`src/rtl/mc_control_unit.sv`:
```
// rtl/mc_control_unit.sv - multicycle RV32 subset control FSM with memory wait timeout and sticky fault
module mc_control_unit #(
  parameter int ENABLE_BRANCH_EXT = 1,
  parameter int ENABLE_JAL        = 1,
  parameter int MEM_TIMEOUT       = 16
) (
  input  logic        clk,
  input  logic        rst,
  input  logic [31:0] instr,
  input  logic        mem_ready,
  input  logic        zero,
  input  logic        lt,
  input  logic        ltu,
  output logic        PCWrite,
  output logic        IRWrite,
  output logic        MemRead,
  output logic        MemWrite,
  output logic        RegWrite,
  output logic        AdrSrc,
  output logic [1:0]  ALUSrcA,
  output logic [1:0]  ALUSrcB,
  output logic [1:0]  ResultSrc,
  output logic [2:0]  ImmSrc,
  output logic [3:0]  ALUctrl,
  output logic        retire,
  output logic        fault,
  output logic [3:0]  state
);

  typedef enum logic [3:0] {
    S_FETCH = 4'd0, S_DECODE = 4'd1, S_MEMADR = 4'd2, S_MEMREAD = 4'd3,
    S_MEMWB = 4'd4, S_MEMWRITE = 4'd5, S_EXECR = 4'd6, S_EXECI = 4'd7,
    S_ALUWB = 4'd8, S_BRANCH = 4'd9, S_JAL = 4'd10, S_JAL_PC = 4'd11,
    S_FAULT = 4'd15
  } state_t;

  localparam logic [6:0] OP_LW  = 7'b0000011;
  localparam logic [6:0] OP_SW  = 7'b0100011;
  localparam logic [6:0] OP_R   = 7'b0110011;
  localparam logic [6:0] OP_I   = 7'b0010011;
  localparam logic [6:0] OP_BR  = 7'b1100011;
  localparam logic [6:0] OP_JAL = 7'b1101111;

  localparam logic [3:0] ALU_ADD = 4'd0, ALU_SUB = 4'd1, ALU_AND = 4'd2, ALU_OR = 4'd3;
  localparam logic [3:0] ALU_XOR = 4'd4, ALU_SLT = 4'd5, ALU_SLL = 4'd6, ALU_SRL = 4'd7;
  localparam logic [3:0] ALU_SRA = 4'd8, ALU_SLTU = 4'd9;

  // Last wait cycle: a miss here means the counter would reach MEM_TIMEOUT
  localparam logic [7:0] WAIT_LAST = 8'(MEM_TIMEOUT - 1);

  state_t     cur, nxt;
  logic [7:0] wait_cnt;
  logic       fault_q;

  logic [6:0] opcode;
  logic [2:0] funct3;
  logic [6:0] funct7;
  logic       unused_fields;

  assign opcode = instr[6:0];
  assign funct3 = instr[14:12];
  assign funct7 = instr[31:25];
  assign unused_fields = ^{instr[24:15], instr[11:7]};

  logic waiting, wait_expired, br_legal, br_taken;

  assign waiting      = (cur == S_FETCH) || (cur == S_MEMREAD) || (cur == S_MEMWRITE);
  assign wait_expired = !mem_ready && (wait_cnt == WAIT_LAST);

  function automatic logic [3:0] alu_op(input logic is_r, input logic [2:0] f3, input logic f7b5);
    case (f3)
      3'b000:  alu_op = (is_r && f7b5) ? ALU_SUB : ALU_ADD;
      3'b001:  alu_op = ALU_SLL;
      3'b010:  alu_op = ALU_SLT;
      3'b011:  alu_op = ALU_SLTU;
      3'b100:  alu_op = ALU_XOR;
      3'b101:  alu_op = f7b5 ? ALU_SRA : ALU_SRL;
      3'b110:  alu_op = ALU_OR;
      default: alu_op = ALU_AND;
    endcase
  endfunction

  // funct7 is only meaningful for R-type and for immediate shifts
  function automatic logic alu_legal(input logic is_r, input logic [2:0] f3, input logic [6:0] f7);
    if (is_r)
      alu_legal = (f7 == 7'b0000000) ||
                  ((f7 == 7'b0100000) && ((f3 == 3'b000) || (f3 == 3'b101)));
    else if (f3 == 3'b001)
      alu_legal = (f7 == 7'b0000000);
    else if (f3 == 3'b101)
      alu_legal = (f7 == 7'b0000000) || (f7 == 7'b0100000);
    else
      alu_legal = 1'b1;
  endfunction

  // Branch legality and taken condition from funct3 and the ALU flags
  always_comb begin
    br_legal = 1'b0;
    br_taken = 1'b0;
    case (funct3)
      3'b000: begin br_legal = 1'b1; br_taken = zero;  end
      3'b001: begin br_legal = 1'b1; br_taken = !zero; end
      3'b100: begin br_legal = (ENABLE_BRANCH_EXT != 0); br_taken = lt;   end
      3'b101: begin br_legal = (ENABLE_BRANCH_EXT != 0); br_taken = !lt;  end
      3'b110: begin br_legal = (ENABLE_BRANCH_EXT != 0); br_taken = ltu;  end
      3'b111: begin br_legal = (ENABLE_BRANCH_EXT != 0); br_taken = !ltu; end
      default: begin br_legal = 1'b0; br_taken = 1'b0; end
    endcase
  end

  // Next-state selection
  always_comb begin
    nxt = cur;
    case (cur)
      S_FETCH:    if (mem_ready) nxt = S_DECODE; else if (wait_expired) nxt = S_FAULT;
      S_DECODE: begin
        case (opcode)
          OP_LW, OP_SW: nxt = S_MEMADR;
          OP_R:         nxt = S_EXECR;
          OP_I:         nxt = S_EXECI;
          OP_BR:        nxt = S_BRANCH;
          OP_JAL:       nxt = (ENABLE_JAL != 0) ? S_JAL : S_FAULT;
          default:      nxt = S_FAULT;
        endcase
      end
      S_MEMADR:   nxt = opcode[5] ? S_MEMWRITE : S_MEMREAD;
      S_MEMREAD:  if (mem_ready) nxt = S_MEMWB; else if (wait_expired) nxt = S_FAULT;
      S_MEMWB:    nxt = S_FETCH;
      S_MEMWRITE: if (mem_ready) nxt = S_FETCH; else if (wait_expired) nxt = S_FAULT;
      S_EXECR:    nxt = alu_legal(1'b1, funct3, funct7) ? S_ALUWB : S_FAULT;
      S_EXECI:    nxt = alu_legal(1'b0, funct3, funct7) ? S_ALUWB : S_FAULT;
      S_ALUWB:    nxt = S_FETCH;
      S_BRANCH:   nxt = br_legal ? S_FETCH : S_FAULT;
      S_JAL:      nxt = S_JAL_PC;
      S_JAL_PC:   nxt = S_FETCH;
      S_FAULT:    nxt = S_FAULT;
      default:    nxt = S_FAULT;
    endcase
  end

  // State register, per-state wait counter and sticky fault flag
  always_ff @(posedge clk or posedge rst) begin
    if (rst) begin
      cur      <= S_FETCH;
      wait_cnt <= 8'd0;
      fault_q  <= 1'b0;
    end else begin
      cur <= nxt;
      if (nxt != cur)
        wait_cnt <= 8'd0;
      else if (waiting && !mem_ready)
        wait_cnt <= wait_cnt + 8'd1;
      if (nxt == S_FAULT)
        fault_q <= 1'b1;
    end
  end

  assign state = cur;
  assign fault = fault_q;

  // Datapath strobes from state and inputs; all forced low while in reset
  always_comb begin
    PCWrite = 1'b0; IRWrite = 1'b0; MemRead = 1'b0; MemWrite = 1'b0;
    RegWrite = 1'b0; AdrSrc = 1'b0; retire = 1'b0;
    ALUSrcA = 2'b00; ALUSrcB = 2'b00; ResultSrc = 2'b00; ImmSrc = 3'b000;
    ALUctrl = ALU_ADD;
    if (!rst) begin
      case (cur)
        S_FETCH: begin
          MemRead = 1'b1; ALUSrcB = 2'b10; ResultSrc = 2'b10;
          IRWrite = mem_ready; PCWrite = mem_ready;
        end
        S_DECODE:   begin ALUSrcA = 2'b01; ALUSrcB = 2'b01; ImmSrc = 3'b010; end
        S_MEMADR:   begin ALUSrcA = 2'b10; ALUSrcB = 2'b01; ImmSrc = opcode[5] ? 3'b001 : 3'b000; end
        S_MEMREAD:  begin AdrSrc = 1'b1; MemRead = 1'b1; end
        S_MEMWB:    begin RegWrite = 1'b1; ResultSrc = 2'b01; retire = 1'b1; end
        S_MEMWRITE: begin AdrSrc = 1'b1; MemWrite = 1'b1; retire = mem_ready; end
        S_EXECR:    begin ALUSrcA = 2'b10; ALUctrl = alu_op(1'b1, funct3, funct7[5]); end
        S_EXECI:    begin ALUSrcA = 2'b10; ALUSrcB = 2'b01; ALUctrl = alu_op(1'b0, funct3, funct7[5]); end
        S_ALUWB:    begin RegWrite = 1'b1; retire = 1'b1; end
        S_BRANCH: begin
          ALUSrcA = 2'b10; ImmSrc = 3'b010; ALUctrl = ALU_SUB;
          retire = br_legal; PCWrite = br_legal && br_taken;
        end
        S_JAL: begin
          ImmSrc = 3'b011; ALUSrcA = 2'b01; ALUSrcB = 2'b10; ResultSrc = 2'b10; RegWrite = 1'b1;
        end
        S_JAL_PC: begin
          ImmSrc = 3'b011; ALUSrcA = 2'b01; ALUSrcB = 2'b01; ResultSrc = 2'b10;
          PCWrite = 1'b1; retire = 1'b1;
        end
        default: ;
      endcase
    end
  end

endmodule

```
`config.mk`:
```
export PLATFORM = sky130hd
export DESIGN_NAME = mc_control_unit
export DESIGN_NICKNAME = d
export VERILOG_FILES = /design/src/rtl/mc_control_unit.sv
export SDC_FILE = /design/constraint.sdc
export NUM_CORES = 1
export LEC_CHECK = 0
export CAP_MARGIN = 20
export CORE_MARGIN = 2
export CORE_UTILIZATION = 48
export DETAILED_ROUTE_END_ITERATION = 10
export PLACE_DENSITY_LB_ADDON = 0.1
export REMOVE_ABC_BUFFERS = 1
export SETUP_SLACK_MARGIN = 0.4
export SYNTH_ARGS = -nofsm -noshare
export SYNTH_HDL_FRONTEND = slang
export SYNTH_SLANG_ARGS = --single-unit
```
`constraint.sdc`:
```
create_clock -name clk -period 4.6 [get_ports clk]
set_clock_uncertainty 0.05 [all_clocks]
set_input_delay 0.92 -clock clk [delete_from_list [all_inputs] [get_ports clk]]
set_output_delay 0.92 -clock clk [all_outputs]
set_load 0.1 [all_outputs]
```
==> impl_metrics.env, run 1 <==
export IMPL_end_kind="primary output"
export IMPL_crit_chain="clkdlybuf4s50_1 > nor2b_1 > nand2_1 > a21boi_0 > o32a_1 > nor2_1 > buf_4"
export IMPL_clock_path_buffers=2
export IMPL_wl_um=3930
export IMPL_cp_depth=7
export IMPL_cellLeakagePower_nw=0.778
export IMPL_place_congestion=0.832
export IMPL_final_min_clock_period_ns=3.68
export IMPL_drt_met1_wl_um=1840
export IMPL_finalHoldViolations=0
export IMPL_synth_edf_count=0
export IMPL_placementRows=20
export IMPL_drtIter0Drc=117
export IMPL_grt_ovfl_total=0
export IMPL_cellInternalPower_uw=512
export IMPL_final_cell_mix="clkdlybuf4s50_1, nand2_1, buf_4"
export IMPL_slew_viol_final=0
export IMPL_outcome="completed"
export IMPL_area_delta_synth_final_pct=24.6
export IMPL_cp_max_fo=12
export IMPL_avgSynthCellArea_um2=7.96
export IMPL_wire_per_inst_um=14.0
export IMPL_htreeDepth=1
export IMPL_path_class="in2out"
export IMPL_ys_ff_latch=13
export IMPL_vias=1619
export IMPL_core_um2=3100
export IMPL_finalCritPeriodShare_pct=80.0
export IMPL_fin_cells=280
export IMPL_max_clock_freq_mhz=272
export IMPL_path_buf_inv=2
export IMPL_crit_arrival_ns=2.71
export IMPL_numCtsBuffers=3
export IMPL_dieArea_um2=3810
export IMPL_wl_met2_um=1860
export IMPL_r2r_cells=7
export IMPL_crit_required_ns=3.63
export IMPL_n_antenna_cell=0
export IMPL_worstMarginPinSlew_ns=0.972
export IMPL_io_pins=63
export IMPL_p_per_area_nw_per_um2=746
export IMPL_die_w_um=61.7
export IMPL_final_common_cell="clkdlybuf4s50_1"
export IMPL_tns_ns=0
export IMPL_grt_pass1_wl_um=6390
export IMPL_drtAntennaViolNets=0
export IMPL_track_usage_pct=21.6
export IMPL_ys_async_sr_fraction_pct=100
export IMPL_dieHeight_um=61.7
export IMPL_peakVddDrop_mv=0.544
export IMPL_fillers=272
export IMPL_clock_sinks=13
export IMPL_dr_pass1_iters=4
export IMPL_ys_types=67
export IMPL_p_sw_uw=975
export IMPL_power_share_sequential_pct=17.3
export IMPL_switching_share_pct=65.5
export IMPL_synth_flop_cell="dfrtp_1"
export IMPL_critical_path_top_delay_family="buffers and inverters"
export IMPL_post_cts_buffers=0
export IMPL_cpPeakStageDelay_ns=0.70
export IMPL_cts_tree="yes"
export IMPL_initial_core_util_pct=51.6
export IMPL_max_cap_viol_count=0
export IMPL_ys_seq_area_share_pct=20.3
export IMPL_critPathLaunchType="input port"
export IMPL_port_buffers=46
export IMPL_routed_top_layer="met4"
export IMPL_dp_hpwl_um=2950
export IMPL_clk_pin_slew_ns=0.08
export IMPL_ctsHoldBuffers=0
export IMPL_drive_gt1_share_pct=19.9
export IMPL_root_buffer="clkbuf_4"
export IMPL_clk_latency_ns=0.27
export IMPL_dp_cells=276
export IMPL_antenna_found_initial=0
export IMPL_synth_area_um2=1600
export IMPL_syn_inst=201
export IMPL_slowest_stage="clkdlybuf4s50_1"
export IMPL_report_final_setup_viol=0
export IMPL_wl_met3_um=217
export IMPL_power_frac_clock_pct=4.7
export IMPL_ys_warn_count=0
export IMPL_comb_power_share_pct=77.9
export IMPL_grt_pass1_vias=1458
export IMPL_viasPerCell=5.78
export IMPL_grt_max_degree=28
export IMPL_min_path_cells=1
export IMPL_worst_hold_path_type="reg2reg"
export IMPL_max_slew_margin_rel_pct=35.0
export IMPL_drc=0
export IMPL_rsz0062_at_grt="false"
export IMPL_layout_nets=276
export IMPL_cts_resized=0
==> final cells by class <==
class                   instances  area [µm²]  area share [%]
clock buffers                   4        26.3            1.32
inverters                       4        15.0           0.753
multi-input cells             168        1150            57.8
flip-flops and latches         13         325            16.3
well taps                      44        55.1            2.76
repair buffers                 47         420            21.1
==> cells in the mapped netlist, drive strengths merged, types with 4 or more instances <==
library cell | number | area share, %
nand2 | 22 | 5.2
nor2 | 19 | 4.5
a21oi | 18 | 5.6
nor3 | 15 | 7.2
dfrtp | 13 | 20
o21ai | 10 | 3.4
buf | 9 | 5.1
clkbuf | 7 | 1.7
nor4 | 6 | 3.3
xor2 | 6 | 3.3
nor2b | 5 | 2.0
xnor2 | 5 | 2.7
inv | 4 | 0.94
nand2b | 4 | 2.0
==> logic make-up (layout without fill, tap and decap cells) <==
| logic type | count (synthesis) | count (layout) | share of synthesized area (%) |
|---|---|---|---|
| other | 1 | 1 | 0.234 |
| xor gates and xnor gates | 11 | 11 | 6.02 |
| AOI/OAI and AO/OA | 56 | 56 | 27.3 |
| and+or+nand+nor | 97 | 97 | 36.4 |
| muxes | 2 | 2 | 1.25 |
| adders and majority gates | 1 | 1 | 0.782 |
| DFF | 13 | 13 | 20.3 |
| buffers and inverters | 20 | 55 | 7.74 |
==> sequential cells by signal (all words and copies together) (netlist names) <==
name and cells:
fault 1, wait_cnt 8, state 4
==> worst reg2reg max path: stages (launching register included) <==
cell,delay [ns]
dfrtp_1,0.87
nor4bb_1,0.22
o21a_1,0.25
a41o_1,0.20
a41oi_1,0.43
a21oi_1,0.18
a211o_4,0.42
nor3_2,0.19
==> stage by stage <==
step	hold slack, ns	total power [mW]	setup slack [ns]	util, %	instance area, µm²
detailed placement	0.414	1.41	0.913	63.4	1970
global placement	0.389	1.40	0.963	63.4	1970
floorplan	0.490	1.17	-0.884	-	1490
CTS	0.427	1.48	0.910	64.2	1990
finish	0.422	1.49	0.921	64.2	1990
global route	0.441	1.58	0.740	64.2	1990
==> layer usage <==
layer  up-vias  track usage (%)
li1        804                -
met1       769             30.0
met2        44             36.4
met3         2             2.90
met4         0             3.95
met5         -                0
==> power by group through the flow <==
| stage | Combinational, mW | Sequential, mW | Clock (mW) |
|---|---|---|---|
| global route | 1.23 | 0.269 | 0.0774 |
| detailed placement | 1.15 | 0.256 | 0 |
| global placement | 1.14 | 0.255 | 0 |
| CTS | 1.16 | 0.254 | 0.0709 |
| floorplan | 0.815 | 0.354 | 0 |
| finish | 1.16 | 0.258 | 0.0706 |
==> worst paths after layout <==
kind | start | slack [ns] | to
worst min register to register | fault | 0.42 | fault
worst max register to register | state[1] | 1.73 | wait_cnt[0]
worst max-delay path | instr[13] | 0.92 | retire
max in group asynchronous | rst | 3.17 | state[2]
worst min-delay path | fault | 0.42 | fault
min in group asynchronous | rst | 1.16 | wait_cnt[6]
Power figures use the tool's default switching activity.
==> inputs of run 2 (changes only) <==
Settings changed: CORE_UTILIZATION 48 to 44.
Clock period 4.6 ns to 3.5 ns, I/O delays scaled along.
==> run 2 against run 1 <==
Worst hold slack got worse by 0.0045 ns. Combinational power increased by 54%. Routed wire length increased by 8.6%. Critical endpoint is now ALUSrcB[1]. Worst setup slack got worse by 0.44 ns. Sequential cell count unchanged. Via count increased by 4.3%. Sequential power increased by 2%. Global-route usage decreased by 0.80 points.
==> impl_metrics.env, run 2 (synthesized netlist as in run 1, its figures left out) <==
export IMPL_initial_core_util_pct=46.8
export IMPL_peakVddDrop_mv=0.493
export IMPL_placementRows=21
export IMPL_grt_pass1_vias=1478
export IMPL_slew_viol_final=0
export IMPL_max_clock_freq_mhz=331
export IMPL_worstMarginPinSlew_ns=0.562
export IMPL_path_class="in2out"
export IMPL_p_sw_mw=1.34
export IMPL_slowest_stage="clkdlybuf4s50_1"
export IMPL_min_path_cells=1
export IMPL_clk_latency_ns=0.27
export IMPL_wire_per_inst_um=14.9
export IMPL_dp_hpwl_um=3280
export IMPL_cp_max_fo=11
export IMPL_p_per_area_nw_per_um2=965
export IMPL_max_slew_margin_rel_pct=61.6
export IMPL_htreeDepth=1
export IMPL_io_pins=63
export IMPL_area_delta_synth_final_pct=39.2
export IMPL_crit_arrival_ns=2.27
export IMPL_power_share_sequential_pct=12.3
export IMPL_crit_chain="clkdlybuf4s50_1 > or2_2 > nor3_1 > buf_12"
export IMPL_end_kind="primary output"
export IMPL_track_usage_pct=20.8
export IMPL_grt_max_degree=27
export IMPL_hp_start="fault"
export IMPL_cts_tree="yes"
export IMPL_drtAntennaViolNets=0
export IMPL_cpPeakStageDelay_ns=0.59
export IMPL_fillers=307
export IMPL_fin_ws_ns=0.483
export IMPL_r2r_slack_ns=0.80
export IMPL_hold_ws_ns=0.418
export IMPL_drtIter0Drc=161
export IMPL_path_buf_inv=2
export IMPL_root_buffer="clkbuf_4"
export IMPL_die_w_um=64.3
export IMPL_drc=0
export IMPL_place_congestion=0.849
export IMPL_clock_path_buffers=2
export IMPL_layout_area_seq_um2=327
export IMPL_clk_pin_slew_ns=0.08
export IMPL_critPathLaunchType="input port"
export IMPL_final_min_clock_period_ns=3.02
export IMPL_r2r_cells=8
export IMPL_power_frac_clock_pct=4.3
export IMPL_wl_um=4260
export IMPL_reg2reg_to="wait_cnt[2]"
export IMPL_layout_nets=281
export IMPL_drive_gt1_share_pct=24.5
export IMPL_n_antenna_cell=0
export IMPL_place_ws_ns=0.266
export IMPL_comb_power_share_pct=83.4
export IMPL_core_um2=3420
export IMPL_grt_pass1_wl_um=7000
export IMPL_holdPathEnd="fault"
export IMPL_r2r_start="state[1]"
export IMPL_numCtsBuffers=3
export IMPL_grt_ovfl_total=0
export IMPL_largest_reg_flops=8
export IMPL_finalCritPeriodShare_pct=86.2
export IMPL_largest_register="wait_cnt"
export IMPL_worst_hold_path_type="reg2reg"
export IMPL_final_common_cell="nand2_1"
export IMPL_report_final_setup_viol=0
export IMPL_crit_required_ns=2.75
export IMPL_clock_sinks=13
export IMPL_antenna_found_initial=0
export IMPL_dieArea_um2=4140
export IMPL_finalHoldViolations=0
export IMPL_dieHeight_um=64.3
export IMPL_viasPerCell=5.88
export IMPL_port_buffers=46
export IMPL_vias=1688
export IMPL_dr_pass1_iters=4
export IMPL_cellInternalPower_uw=808
export IMPL_final_cell_mix="nand2_1, nor2_1, clkdlybuf4s50_1"
export IMPL_critical_path_top_delay_family="buffers and inverters"
export IMPL_multi_input_area_um2=1160
export IMPL_outcome="completed"
export IMPL_rsz0062_at_grt="false"
export IMPL_max_cap_viol_count=0
export IMPL_cellLeakagePower_nw=0.865
export IMPL_switching_share_pct=62.4
==> run 2: changes by cell type in the layout (fill, tap and decap cells not counted) <==
cell and change:
buf_12 +16, dlygate4sd2_1 +2, nor3b_1 -1, buf_4 -6, dfrtp_2 +1, nor3b_2 +1
clkdlybuf4s50_1 -8, dfrtp_1 -1, dlymetal6s2s_1 +1
==> run 2: area by class of cell <==
cell class	instances	area share (%)
Clock buffer	4	1.18
Inverter	4	0.674
Multi-Input combinational cell	168	51.9
Sequential cell	13	14.7
Tap cell	46	2.58
Timing Repair Buffer	52	29.0
==> run 2: worst register-to-register path, cell delays in order, from the launching register on <==
cell	delay [ns]
dfrtp_1	0.65
buf_4	0.30
nor4bb_1	0.10
o21a_1	0.22
a41o_1	0.20
a41oi_1	0.37
a21oi_1	0.14
a211o_4	0.40
nor3_2	0.19
==> run 2: how the worst max path moves through the flow <==
stage               startpoint    endpoint  slack (ns)  cells past startpoint
floorplan             state[1]     MemRead       -1.76                      2
global placement     instr[14]     PCWrite        0.30                      7
detailed placement   instr[14]     PCWrite        0.27                      7
CTS                  instr[12]     PCWrite        0.44                      7
global route               rst  ALUSrcB[1]        0.41                      4
finish                     rst  ALUSrcB[1]        0.48                      4
==> run 2: metal layers <==
layer,vias up,track usage (%),routed length (µm)
met4,0,2.66,9
met5,-,0,0
met1,806,29.1,1930
li1,826,-,-
met2,54,34.8,2110
met3,2,2.99,221
==> run 2: stage by stage <==
step	setup TNS [ns]	power [mW]	area (µm²)	instances	util (%)
final	0	2.15	2230	287	65.2
after global placement	0	2.00	2190	283	64.2
after floorplan	-14.24	1.54	1490	185	-
after detailed placement	0	2.04	2190	283	64.2
after global routing	0	2.27	2230	287	65.2
after CTS	0	2.14	2220	287	64.9
==> run 2: what timing repair did <==
action,CTS,global route
hold buffers,0,0
gates resized for setup,2,3
buffers inserted,0,0
pin swaps,1,1
setup endpoints to repair,3,4
==> run 2: power by group through the flow <==
stage	Clock (mW)	Sequential [mW]	Combinational (mW)
floorplan	0	0.466	1.07
global placement	0	0.258	1.74
detailed placement	0	0.261	1.78
CTS	0.0969	0.258	1.79
global route	0.105	0.270	1.89
finish	0.0924	0.264	1.79
